[config.mk]
export PLATFORM = sky130hd
export DESIGN_NAME = vmatmul_seq
export DESIGN_NICKNAME = d
export VERILOG_FILES = /design/src/rtl/vmatmul_seq.sv
export SDC_FILE = /design/constraint.sdc
export NUM_CORES = 1
export LEC_CHECK = 0
export CAP_MARGIN = 20
export CORE_MARGIN = 2
export CORE_UTILIZATION = 45
export CTS_CLUSTER_SIZE = 25
export DETAILED_ROUTE_END_ITERATION = 10
export PLACE_DENSITY_LB_ADDON = 0.2
export RECOVER_POWER = 50
export SLEW_MARGIN = 20
export SYNTH_ARGS = -nofsm -noshare
export SYNTH_HDL_FRONTEND = slang
export SYNTH_SLANG_ARGS = --single-unit
export TNS_END_PERCENT = 30
[constraint.sdc]
create_clock -name clk -period 6.1 [get_ports clk]
set_input_delay 0.61 -clock clk [delete_from_list [all_inputs] [get_ports clk]]
set_output_delay 0.61 -clock clk [all_outputs]
set_load 0.05 [all_outputs]
[src/rtl/vmatmul_seq.sv]
// vmatmul_seq: loop sequencer for the vector matrix-multiply path.
// Walks i (outer), j, k (inner) and issues one triple per accepted step.
module vmatmul_seq (
    input  logic        clk,
    input  logic        reset,
    input  logic        start,
    input  logic [31:0] num_i,
    input  logic [31:0] num_j,
    input  logic [31:0] num_k,
    input  logic        ready,
    output logic        valid,
    output logic [31:0] i,
    output logic [31:0] j,
    output logic [31:0] k,
    output logic        first_iter,
    output logic        first_k,
    output logic        last_k,
    output logic        advance_j,
    output logic        advance_i,
    output logic        busy,
    output logic        done
);
    typedef enum logic [1:0] {IDLE, RUN, DONE} state_t;

    state_t      state;
    logic [31:0] shape_i;
    logic [31:0] shape_j;
    logic [31:0] shape_k;
    logic        k_end;
    logic        j_end;
    logic        i_end;
    logic        accept;

    // Loop-end compares; shapes are nonzero whenever RUN is entered.
    assign k_end = (k == shape_k - 32'd1);
    assign j_end = (j == shape_j - 32'd1);
    assign i_end = (i == shape_i - 32'd1);

    assign valid  = (state == RUN);
    assign busy   = (state != IDLE);
    assign done   = (state == DONE);
    assign accept = valid && ready;

    // Step flags are only meaningful with valid, so they are gated by it.
    assign first_iter = valid && (i == 32'd0) && (j == 32'd0) && (k == 32'd0);
    assign first_k    = valid && (k == 32'd0);
    assign last_k     = valid && k_end;
    assign advance_j  = last_k;
    assign advance_i  = last_k && j_end;

    // Sequencer FSM: latch shape on start, step the triple loop on accept.
    always_ff @(posedge clk) begin
        if (reset) begin
            state   <= IDLE;
            shape_i <= 32'd0;
            shape_j <= 32'd0;
            shape_k <= 32'd0;
            i       <= 32'd0;
            j       <= 32'd0;
            k       <= 32'd0;
        end else begin
            case (state)
                IDLE: begin
                    if (start) begin
                        shape_i <= num_i;
                        shape_j <= num_j;
                        shape_k <= num_k;
                        i       <= 32'd0;
                        j       <= 32'd0;
                        k       <= 32'd0;
                        if ((num_i == 32'd0) || (num_j == 32'd0) ||
                            (num_k == 32'd0))
                            state <= DONE;
                        else
                            state <= RUN;
                    end
                end
                RUN: begin
                    if (accept) begin
                        if (!k_end) begin
                            k <= k + 32'd1;
                        end else if (!j_end) begin
                            k <= 32'd0;
                            j <= j + 32'd1;
                        end else if (!i_end) begin
                            k <= 32'd0;
                            j <= 32'd0;
                            i <= i + 32'd1;
                        end else begin
                            state <= DONE;
                        end
                    end
                end
                DONE: state <= IDLE;
                default: state <= IDLE;
            endcase
        end
    end
endmodule

==> metrics.md <==
| Metric | Value |
|---|---|
| Cell depth of the worst setup path | `8` |
| Crit path capture type | `output pin` |
| Critical path arrival | `~4800 ps` |
| Pwr dens | `~200 nW/um2` |
| Violated checks | `max-capacitance violations, max-slew violations` |
| Yosys top cell by area | `dfxtp_1` |
| Core area | `between 20,000 and 30,000 um2` |
| Sequential fraction of the synthesis area | `30.24%` |
| Initial Util | `45.98%` |
| Initial DRC Count | `approximately 1,300` |
| GR Overflow Total | `0` |
| Fraction of registers with async set/reset | `0%` |
| DP HPWL | `between 30,000 and 40,000 um` |
| Routed vias | `between 10,000 and 15,000` |
| Mapped Nets | `between 1,500 and 2,000` |
| Finished Layout Cells | `2,213` |
| DRT Wirelength | `~44,000 um` |
| Die Height | `173.0 um` |
| H-tree depth | `4` |
| Final worst slack | `699.3 ps` |
| Row count | `about 60` |
| Diode count | `0` |
| Highest Clock Rate | `around 190 MHz` |
| CP peak stage delay | `around 870 ps` |
| Post-layout util | `55.31%` |
| I/O Buffers | `203` |
| Worst r2r src | `state[0]$_SDFFE_PP0P_` |
| Min-delay src | `shape_i[31]$_SDFFE_PP0P_` |
| CTS clk-pin slew, worst paths | `80 ps` |
| Min Tclk post-route | `5401 ps` |
| Footprint of the multi-input gates | `just over 8000 um2` |
| Ys flop type | `dfxtp_1` |
| Seq cells post-synth | `a little under 200` |
| # IOs | `between 200 and 250` |
| Slowest-stage cell, CP | `clkdlybuf4s50_1` |
| CTS Sinks | `194` |
| Clk_lat worst skew | `440 ps` |
| Synth unique cells | `85` |
| Post-synth EDFFs | `0` |
| Final Hold Violating Endpoints | `0` |
| Cells after Synth | `approximately 1,700` |
| GP Congestion | `between 0.9 and 1` |
| Clock Tree Buf Depth | `2` |
| R2R Setup Slk | `1140 ps` |
| Yosys warning total | `0` |
| Slew margin rel. | `-84.29%` |
| Dpl ws | `1285 ps` |
| Setup Skew | `11.87 ps` |
| Worst-path maximum fanout | `16` |
| Least-Margin Pin Slew | `about 2800 ps` |
| Status | `finished with violations` |
| TritonCTS clock tree | `yes` |
| Cts repair resizes | `0` |
| Full die area | `about 30,000 um2` |
| CP bufs+invs | `1` |
| Final setup vio count | `0` |
| DRC Markers | `0` |
| Fin Setup TNS | `0 ps` |
| Startpoint Class | `flip-flop` |
| Nets | `~1,900` |
| Syn_area_per_cell | `7.503 um2` |
| Setup CP Type | `reg -> out` |
| Crit path to | `advance_i` |
| Mapped Area | `12,840 um2` |
| GRT Util Overall | `between 20% and 30%` |
| FF+latch area | `roughly 4000 um2` |
| Leakage | `roughly 5.4 nW` |
| Initial antenna violation count | `0` |
| Layout cells sized above 1 | `5.613%` |
| CTS Buf Count | `17` |
| Routed WL per cell | `between 15 and 20 um` |
| Iteration count of the initial detailed-routing pass | `5` |
| First-pass GRT wire length | `69,040 um` |
| RSZ-0062 raised after global routing | `false` |
| Max cap viols | `2` |
| Top-area cell type share of the netlist area | `30.24%` |
| CTS Root Cell | `clkbuf_16` |
| Hold_buf cts | `0` |
| Ranking of synthesized cells by area | `dfxtp_1 30%, nand2_1 7.7%, a21oi_1 6.8%, xnor2_1 5.9%, nor4_1 4.1%` |
| Antenna-violating nets left | `0` |
| Crit-path leading delay family | `simple AND/OR/NAND/NOR gates` |
| RR Endpoint | `shape_k[15]$_SDFFE_PP0P_` |
| Vias per inst | `6.144` |
| Hold Path Class | `reg -> reg` |
| Placed insts | `2,180` |
| Critical path required time | `~5500 ps` |
| Worst R2R Path Depth | `6` |
| Largest net degree at the start of global routing | `about 100` |
| Area Overhead vs Synth | `20.29%` |
| Peak VDD IR | `around 0.17 mV` |
| Number of global-route vias before repair | `about 13,000` |
| Setup Fix Bufs, Post-CTS | `0` |
| Fillers | `about 2,700` |
| Die Span X | `roughly 170 um` |
| Max-slew violation count | `between 100 and 150` |
| Minimum hold slack | `466.8 ps` |
| Setup crit start | `shape_k[6]$_SDFFE_PP0P_` |
| Ordered cell list for the critical path | `nor4_1 > nand4b_1 > or4_1 > a211o_1 > a21oi_1 > nand2_1 > nor3_1 > clkdlybuf4s50_1` |
| Tcrit/Tclk final | `88.54%` |
per-stage QoR:
step / power [mW] / cell area (um2)
floorplan: 1.826 / 12840
global placement: 2.033 / 14890
detailed placement: 2.036 / 14890
CTS: 3.156 / 15450
global route: 3.283 / 15450
finish: 3.152 / 15450
worst min-delay path, cell delays in order (launching register included):
cell     delay, ps
dfxtp_1        320
nand2_1         50
a21oi_1         50
where the power goes:
| group | internal, mW | total (mW) | switching [mW] |
|---|---|---|---|
| Clock | 0.568 | 1.13 | 0.560 |
| Combinational | 0.265 | 0.654 | 0.389 |
| Sequential | 1.30 | 1.37 | 0.0661 |
| Total | 2.14 | 3.15 | 1.02 |
layout make-up:
type / count / share of cell area, %
Tap cell: 378 / 3.061
Multi-Input combinational cell: 1340 / 53.13
Inverter: 53 / 1.288
Sequential cell: 194 / 25.14
Timing Repair Buffer: 216 / 13.72
Clock buffer: 21 / 3.045
Clock inverter: 11 / 0.6235
registers in the layout, summed over array words and instances (netlist names):
| register | flops |
|---|---|
| shape_k | 32 |
| state | 2 |
| shape_j | 32 |
| i | 32 |
| shape_i | 32 |
| j | 32 |
| k | 32 |
how the worst min path moves through the flow:
stage / endpoint / cells past startpoint
3_3_place_gp: shape_i[31]$_SDFFE_PP0P_ / 2
5_1_grt: shape_k[31]$_SDFFE_PP0P_ / 2
3_5_place_dp: shape_k[31]$_SDFFE_PP0P_ / 2
6_report: shape_i[31]$_SDFFE_PP0P_ / 2
2_1_floorplan: shape_i[31]$_SDFFE_PP0P_ / 2
4_1_cts: shape_i[31]$_SDFFE_PP0P_ / 2
logic make-up (layout without fill, tap and decap cells):
kind of cell	Yosys count	after routing	share of synthesized area, %
AOI/OAI and AO/OA	372	372	18.69
xor gates and xnor gates	131	131	9.040
adders and majority gates	9	9	0.8767
buffers and inverters	178	301	5.913
DFF	194	194	30.24
muxes	16	16	1.276
and+or+nand+nor	812	812	33.97
routing by layer:
metal	vias up	GRT usage (%)	part of all wire [%]
met5	-	0	0
met4	0	8.934	2.5
met3	73	4.837	7.1
met2	551	46.35	46
met1	6482	38.35	44
li1	6491	-	-
cells in the final DEF (no fill, tap or decap), types with 10 or more instances in the layout:
master	instances
a31oi_1	12
inv_1	53
or3_1	45
or4_1	36
nand2_1	264
dfxtp_1	194
o21a_1	10
buf_4	12
and2_1	10
xnor2_1	86
nor2_1	85
nand4_1	63
o41ai_1	11
o31ai_1	19
a211oi_1	11
and4_1	13
nand3b_1	19
dlygate4sd3_1	54
xor2_1	44
a31o_2	13
clkdlybuf4s50_1	148
a21oi_1	175
a21oi_2	13
nand3_1	47
mux2i_1	13
nand2b_1	10
nor4_1	85
and3_1	24
o21ai_0	26
nor3_1	50
clkbuf_16	17
Yosys cell counts, drive strengths merged (4+ instances only):
master   count
a211oi      12
a21o         5
a21oi      188
a31o        17
a31oi       13
a41o         4
and2        11
and3        25
and4        13
buf         31
clkbuf      94
dfxtp      194
ha           9
inv         53
mux2i       13
nand2      265
nand2b      10
nand3       48
nand3b      19
nand4       63
nand4b       9
nor2        85
nor2b        6
nor3        50
nor3b        7
nor4        91
nor4b        5
o2111ai      4
o211ai       5
o21a        10
o21ai       35
o22ai        6
o311ai       4
o31ai       19
o41ai       11
or2         10
or3         45
or3b         4
or4         38
or4b         4
xnor2       86
xor2        44
No activity file was read; power rests on OpenSTA's default activity.
